$ cat src/rtl/fwd_pkg.sv
// Shared constants and scoreboard entry type for the EX-stage forwarding/hazard unit.
package fwd_pkg;

  localparam logic [1:0] FWD_NONE = 2'b00;
  localparam logic [1:0] FWD_MEM  = 2'b10;
  localparam logic [1:0] FWD_WB   = 2'b01;

  localparam int unsigned SB_CNT_W = 4;
  // Entry rd storage is sized for the widest supported register address.
  localparam int unsigned SB_RD_W  = 8;
  localparam int unsigned STAT_W   = 32;

  typedef struct packed {
    logic                valid;
    logic [SB_RD_W-1:0]  rd;
    logic [SB_CNT_W-1:0] cnt;
  } sb_entry_t;

endpackage

$ cat src/rtl/fwd_hazard_unit_mc_scoreboard.sv
// Tracks in-flight fixed-latency multi-cycle ops: issue, countdown, retire,
// and RAW/WAW/full hazard matches against the instruction in ID.
module mc_scoreboard
  import fwd_pkg::*;
#(
  parameter int unsigned REG_AW   = 5,
  parameter int unsigned NUM_SRC  = 2,
  parameter int unsigned MC_LAT   = 4,
  parameter int unsigned MC_DEPTH = 2
) (
  input  logic                      clk,
  input  logic                      arst_n,
  input  logic [NUM_SRC*REG_AW-1:0] rs_id,
  input  logic [NUM_SRC-1:0]        rs_used_id,
  input  logic [REG_AW-1:0]         rd_id,
  input  logic                      reg_write_id,
  input  logic                      issue,
  output logic [NUM_SRC-1:0]        raw_match_c,
  output logic                      waw_match_c,
  output logic                      full_c,
  output logic                      mc_done,
  output logic [REG_AW-1:0]         mc_done_rd
);

  sb_entry_t [MC_DEPTH-1:0] sb_q, sb_d;
  logic                     mc_done_q, mc_done_d;
  logic [REG_AW-1:0]        mc_done_rd_q, mc_done_rd_d;
  logic                     issued;
  logic [REG_AW-1:0]        rs_k;

  // Retire finished entries, count down the rest, fill the lowest free slot.
  always_comb begin
    sb_d   = sb_q;
    issued = 1'b0;
    for (int i = 0; i < int'(MC_DEPTH); i++) begin
      if (sb_q[i].valid) begin
        if (sb_q[i].cnt == '0) begin
          sb_d[i] = '0;
        end else begin
          sb_d[i].cnt = sb_q[i].cnt - SB_CNT_W'(1);
        end
      end else if (issue && !issued) begin
        sb_d[i].valid = 1'b1;
        sb_d[i].rd    = SB_RD_W'(rd_id);
        sb_d[i].cnt   = SB_CNT_W'(MC_LAT - 1);
        issued        = 1'b1;
      end
    end
  end

  // Completion is flagged in the cycle an entry sits at zero.
  always_comb begin
    mc_done_d    = 1'b0;
    mc_done_rd_d = '0;
    for (int i = 0; i < int'(MC_DEPTH); i++) begin
      if (sb_d[i].valid && (sb_d[i].cnt == '0)) begin
        mc_done_d    = 1'b1;
        mc_done_rd_d = REG_AW'(sb_d[i].rd);
      end
    end
  end

  always_comb begin
    raw_match_c = '0;
    waw_match_c = 1'b0;
    full_c      = 1'b1;
    rs_k        = '0;
    for (int i = 0; i < int'(MC_DEPTH); i++) begin
      if (!sb_q[i].valid) begin
        full_c = 1'b0;
      end
    end
    for (int k = 0; k < int'(NUM_SRC); k++) begin
      rs_k = rs_id[k*REG_AW +: REG_AW];
      for (int i = 0; i < int'(MC_DEPTH); i++) begin
        if (rs_used_id[k] && (rs_k != '0) && sb_q[i].valid &&
            (sb_q[i].rd == SB_RD_W'(rs_k))) begin
          raw_match_c[k] = 1'b1;
        end
      end
    end
    for (int i = 0; i < int'(MC_DEPTH); i++) begin
      if (reg_write_id && (rd_id != '0) && sb_q[i].valid &&
          (sb_q[i].rd == SB_RD_W'(rd_id))) begin
        waw_match_c = 1'b1;
      end
    end
  end

  always_ff @(posedge clk or negedge arst_n) begin
    if (!arst_n) begin
      sb_q         <= '0;
      mc_done_q    <= 1'b0;
      mc_done_rd_q <= '0;
    end else begin
      sb_q         <= sb_d;
      mc_done_q    <= mc_done_d;
      mc_done_rd_q <= mc_done_rd_d;
    end
  end

  assign mc_done    = mc_done_q;
  assign mc_done_rd = mc_done_rd_q;

endmodule

$ cat src/rtl/fwd_hazard_unit.sv
// EX-stage operand forwarding, load-use and multi-cycle hazard detection.
// Optional FWD_STATS_EN adds saturating stall/forward cycle counters.
module fwd_hazard_unit
  import fwd_pkg::*;
#(
  parameter int unsigned REG_AW   = 5,
  parameter int unsigned NUM_SRC  = 2,
  parameter int unsigned MC_LAT   = 4,
  parameter int unsigned MC_DEPTH = 2
) (
  input  logic                      clk,
  input  logic                      arst_n,
  input  logic [NUM_SRC*REG_AW-1:0] rs_id,
  input  logic [NUM_SRC-1:0]        rs_used_id,
  input  logic [REG_AW-1:0]         rd_id,
  input  logic                      reg_write_id,
  input  logic                      mc_op_id,
  input  logic [NUM_SRC*REG_AW-1:0] rs_ex,
  input  logic [REG_AW-1:0]         rd_ex,
  input  logic                      reg_write_ex,
  input  logic                      mem_read_ex,
  input  logic [REG_AW-1:0]         rd_mem,
  input  logic                      reg_write_mem,
  input  logic [REG_AW-1:0]         rd_wb,
  input  logic                      reg_write_wb,
  output logic [NUM_SRC*2-1:0]      fwd_sel,
  output logic                      stall_id,
  output logic                      flush_ex,
  output logic                      mc_done,
  output logic [REG_AW-1:0]         mc_done_rd
`ifdef FWD_STATS_EN
  ,
  output logic [STAT_W-1:0]         stall_cnt,
  output logic [STAT_W-1:0]         fwd_cnt
`endif
);

  logic [NUM_SRC-1:0] raw_match_c;
  logic               waw_match_c;
  logic               full_c;
  logic               lu_haz_c;
  logic               issue_c;
  logic [REG_AW-1:0]  rs_ex_k;
  logic [REG_AW-1:0]  rs_id_k;

  // MEM/WB is only overridden by an EX/MEM write to the same register.
  always_comb begin
    fwd_sel = '0;
    rs_ex_k = '0;
    for (int k = 0; k < int'(NUM_SRC); k++) begin
      rs_ex_k = rs_ex[k*REG_AW +: REG_AW];
      if (reg_write_mem && (rd_mem != '0) && (rd_mem == rs_ex_k)) begin
        fwd_sel[k*2 +: 2] = FWD_MEM;
      end else if (reg_write_wb && (rd_wb != '0) && (rd_wb == rs_ex_k)) begin
        fwd_sel[k*2 +: 2] = FWD_WB;
      end else begin
        fwd_sel[k*2 +: 2] = FWD_NONE;
      end
    end
  end

  always_comb begin
    lu_haz_c = 1'b0;
    rs_id_k  = '0;
    for (int k = 0; k < int'(NUM_SRC); k++) begin
      rs_id_k = rs_id[k*REG_AW +: REG_AW];
      if (mem_read_ex && reg_write_ex && (rd_ex != '0) &&
          rs_used_id[k] && (rd_ex == rs_id_k)) begin
        lu_haz_c = 1'b1;
      end
    end
  end

  assign stall_id = lu_haz_c | (|raw_match_c) | waw_match_c | (mc_op_id & full_c);
  assign flush_ex = stall_id;
  assign issue_c  = mc_op_id & reg_write_id & ~stall_id & (rd_id != '0);

  mc_scoreboard #(
    .REG_AW  (REG_AW),
    .NUM_SRC (NUM_SRC),
    .MC_LAT  (MC_LAT),
    .MC_DEPTH(MC_DEPTH)
  ) u_sb (
    .clk         (clk),
    .arst_n      (arst_n),
    .rs_id       (rs_id),
    .rs_used_id  (rs_used_id),
    .rd_id       (rd_id),
    .reg_write_id(reg_write_id),
    .issue       (issue_c),
    .raw_match_c (raw_match_c),
    .waw_match_c (waw_match_c),
    .full_c      (full_c),
    .mc_done     (mc_done),
    .mc_done_rd  (mc_done_rd)
  );

`ifdef FWD_STATS_EN
  logic [STAT_W-1:0] stall_cnt_q, stall_cnt_d;
  logic [STAT_W-1:0] fwd_cnt_q, fwd_cnt_d;

  // Saturating event counters.
  always_comb begin
    stall_cnt_d = stall_cnt_q;
    fwd_cnt_d   = fwd_cnt_q;
    if (stall_id && (stall_cnt_q != '1)) begin
      stall_cnt_d = stall_cnt_q + STAT_W'(1);
    end
    if ((|fwd_sel) && (fwd_cnt_q != '1)) begin
      fwd_cnt_d = fwd_cnt_q + STAT_W'(1);
    end
  end

  always_ff @(posedge clk or negedge arst_n) begin
    if (!arst_n) begin
      stall_cnt_q <= '0;
      fwd_cnt_q   <= '0;
    end else begin
      stall_cnt_q <= stall_cnt_d;
      fwd_cnt_q   <= fwd_cnt_d;
    end
  end

  assign stall_cnt = stall_cnt_q;
  assign fwd_cnt   = fwd_cnt_q;
`endif

endmodule

$ cat config.mk
export PLATFORM = sky130hd
export DESIGN_NAME = fwd_hazard_unit
export DESIGN_NICKNAME = d
export VERILOG_FILES = /design/src/rtl/fwd_pkg.sv /design/src/rtl/fwd_hazard_unit_mc_scoreboard.sv /design/src/rtl/fwd_hazard_unit.sv
export SDC_FILE = /design/constraint.sdc
export NUM_CORES = 1
export LEC_CHECK = 0
export CAP_MARGIN = 25
export CELL_PAD_IN_SITES_DETAIL_PLACEMENT = 1
export CELL_PAD_IN_SITES_GLOBAL_PLACEMENT = 2
export CORE_ASPECT_RATIO = 1.25
export CORE_MARGIN = 5
export CORE_UTILIZATION = 30
export DETAILED_ROUTE_END_ITERATION = 10
export GPL_ROUTABILITY_DRIVEN = 0
export PLACE_DENSITY_LB_ADDON = 0.25
export SYNTH_ARGS = -nofsm -noshare
export SYNTH_HDL_FRONTEND = slang
export SYNTH_SLANG_ARGS = --single-unit
$ cat constraint.sdc
create_clock -name clk -period 2.8 [get_ports clk]
set_input_delay 0.42 -clock clk [delete_from_list [all_inputs] [get_ports clk]]
set_output_delay 0.42 -clock clk [all_outputs]
set_load 0.02 [all_outputs]
==> results.cfg <==
[logic_synthesis]
synth_edf_count = 0
synth.most_common_cell = xnor2_1
postSynthAreaPerCell_sq_um = 9.019
async_reset_ff_share_pct = 100.0
netlist_top_cells_area = dfrtp_1, xnor2_1, xor2_1
yosysSeqAreaShare_pct = 31.92
synth-seq-cells = 26
synth_xor_area_share_pct = 25.78
synthesis.instances = 226
syn_area_sq_mm = 0.002038
synth-simple-area-share_pct = 17.25
synth_top_cells_by_count = xnor2_1, dfrtp_1, xor2_1, clkbuf_1, nand2_1
ys_types = 42
synth_top_area_share_pct = 31.92
synthAdderAreaFrac_pct = 0
synth_top_family_by_area = XOR/XNOR gates
synth_ff_type = dfrtp_1
synth_top_cell_by_area = dfrtp_1
synth-compound-area-share_pct = 16.51
yosysWarnings = 0
syn_nets = 276
synth.mux.area_fraction_pct = 4.481

[floorplanning]
die_area_sq_mm = 0.008553
rows = 33
die_height_microns = 102.2
fp.dieW_microns = 83.73
core_region_area_sq_mm = 0.006606
io_pins = 62
start_util_pct = 30.85

[cts]
numClockSinks = 26
cts_buffers = 3
clk-insertion-delay-late_ns = 0.27
cts_tree = built
path_clk_slew_ns = 0.10
cts_buffer_depth = 2
cts_max_level = 1
cts-root-buf = clkbuf_8

[route]
routed_via_density = 4.911
drc_errors = 0
avgRoutedWirePerCell_microns = 16.26
wl_mm = 6.602
num_vias = 1994
drt_iter0_markers = 81
ant_nets = 0
dr.pass1.iters = 4

[placed_design]
dp_hpwl_mm = 5.438
portBuffers = 61
dpl-instance-area_sq_mm = 0.003024
post-place-ws_ns = -0.3366

[cells_and_area]
antenna_cells = 0
drive_gt1_share_pct = 18.18
fin_area_sq_mm = 0.003083
utilization_pct = 46.67
finalNetCount = 370
area_growth_syn_to_layout_pct = 51.26

[critical_path]
path_cells = clkdlybuf4s50_1 -> or4_1 -> o21a_1 -> a222oi_1 -> buf_4 -> o211ai_1 -> buf_2
slowest_stage = or4_1
required_ns = 2.38
end_kind = output port
max_stage_delay_ns = 0.53
crit_family = buffers and inverters
start_kind = primary input
worstPathArrival_ns = 2.31
critPathMaxFanout = 2
critical_path_class = primary input to output port
critPathBufInv = 3

[pwr]
power-per-cell-area_mw_per_mm2 = 660.2
ir_drop_mv = 0.3263
totalPowerFinal_mw = 2.035
p_leak_nw = 1.288

[sta]
setup_tns_ns = 0
fin_crit_ns = 2.735
relSlewSlack_pct = 49.27
fmax_mhz = 365.6
min_period_over_period_pct = 97.67
fin_skew_ns = 0.005628
slew_violations = 0
rsz0062_at_grt = false
hold_viol = 0
setup_ws_ns = 0.06514
setup_viol_count_final = 0
tightest_slew_ns = 0.7610

[flow_run]
maxCapViolations = 0

[global_route]
grt_pass1_wl_mm = 10.92
antenna_found_initial = 0
grt_pass1_vias = 2204
grt.overflow.total = 0
grt_util_all_layers_pct = 15.82
grt_start_max_net_pins = 27

[hold_path]
hp-class = primary input to asynchronous set/reset pin

[outcome]
status = finished clean
-- through the flow --
step	cells	hold WS [ns]
after detailed placement	402	0.5424
after CTS	406	0.5251
after global placement	402	0.5335
after floorplan	226	0.1244
after global routing	406	0.5373
final	406	0.5150
-- final cells by class --
cell class | instances | area (sq um)
fill | 796 | 3523
multi-input combinational | 180 | 1311
timing repair buffer | 106 | 929.6
sequential | 26 | 650.6
tap | 87 | 108.9
clock buffer | 3 | 41.29
clock inverter | 1 | 30.03
inverter | 3 | 11.26
-- layer usage --
| metal | GRT usage [%] | up-vias | wire length, microns |
|---|---|---|---|
| met2 | 31.54 | 56 | 3498 |
| met5 | 0 | - | 0 |
| met4 | 2.970 | 0 | 44 |
| li1 | - | 992 | - |
| met3 | 2.339 | 2 | 332 |
| met1 | 17.90 | 944 | 2727 |
-- cell usage in the layout (no fill, tap or decap), types with 2 or more instances in the layout --
master           count
clkbuf_8             3
mux2i_1              8
xnor2_1             43
o32ai_1              3
o21a_1               3
nor3_1               2
o21ai_0             12
nor2_1              10
nand2_1             15
nand4_1              8
nand3_1              3
dfrtp_1             26
a22oi_1              6
buf_4               45
or4_1                7
buf_2                2
xor2_1              17
inv_1                2
nor4_1               4
clkbuf_2             2
a21oi_1             10
clkdlybuf4s50_1     55
a22o_1               5
nand2b_1             2
-- sequential cells by signal, summed over array words and instances (netlist names) --
| signal | count |
|---|---|
| u_sb.mc_done | 1 |
| u_sb.sb_q | 20 |
| u_sb.mc_done_rd | 5 |
-- kinds of logic (layout without fill, tap and decap cells) --
logic type	after synthesis	count (layout)
simple gates	61	61
xor+xnor	60	60
compound gates	50	50
flops	26	26
buf+inv	20	113
mux	9	9
-- power by group --
group / internal (mW) / switching (mW)
Combinational: 0.507 / 0.493
Clock: 0.191 / 0.120
Sequential: 0.501 / 0.223
Total: 1.20 / 0.836
-- worst paths after layout --
| path | depth (start not counted) | end | slack [ns] | start |
|---|---|---|---|---|
| max | 7 | stall_id | 0.07 | rs_id[5] |
| min | 2 | u_sb.mc_done_rd[1]$_DFF_PN0_ | 0.52 | arst_n |
| max reg2reg | 9 | u_sb.sb_q[21]$_DFF_PN0_ | 0.60 | u_sb.sb_q[4]$_DFF_PN0_ |
| min reg2reg | 2 | u_sb.sb_q[14]$_DFF_PN0_ | 0.56 | u_sb.sb_q[14]$_DFF_PN0_ |
| max in group asynchronous | 2 | u_sb.sb_q[15]$_DFF_PN0_ | 2.02 | arst_n |
| min in group clk | 2 | u_sb.sb_q[14]$_DFF_PN0_ | 0.56 | u_sb.sb_q[14]$_DFF_PN0_ |
-- repair_timing --
item,CTS,global route
endpoints found under the hold margin,0,0
buffers inserted,0,0
resized for setup,13,7
hold buffers,0,0
pin swaps,0,1
endpoints found under the setup margin,5,5
No activity file was read; power rests on OpenSTA's default activity.
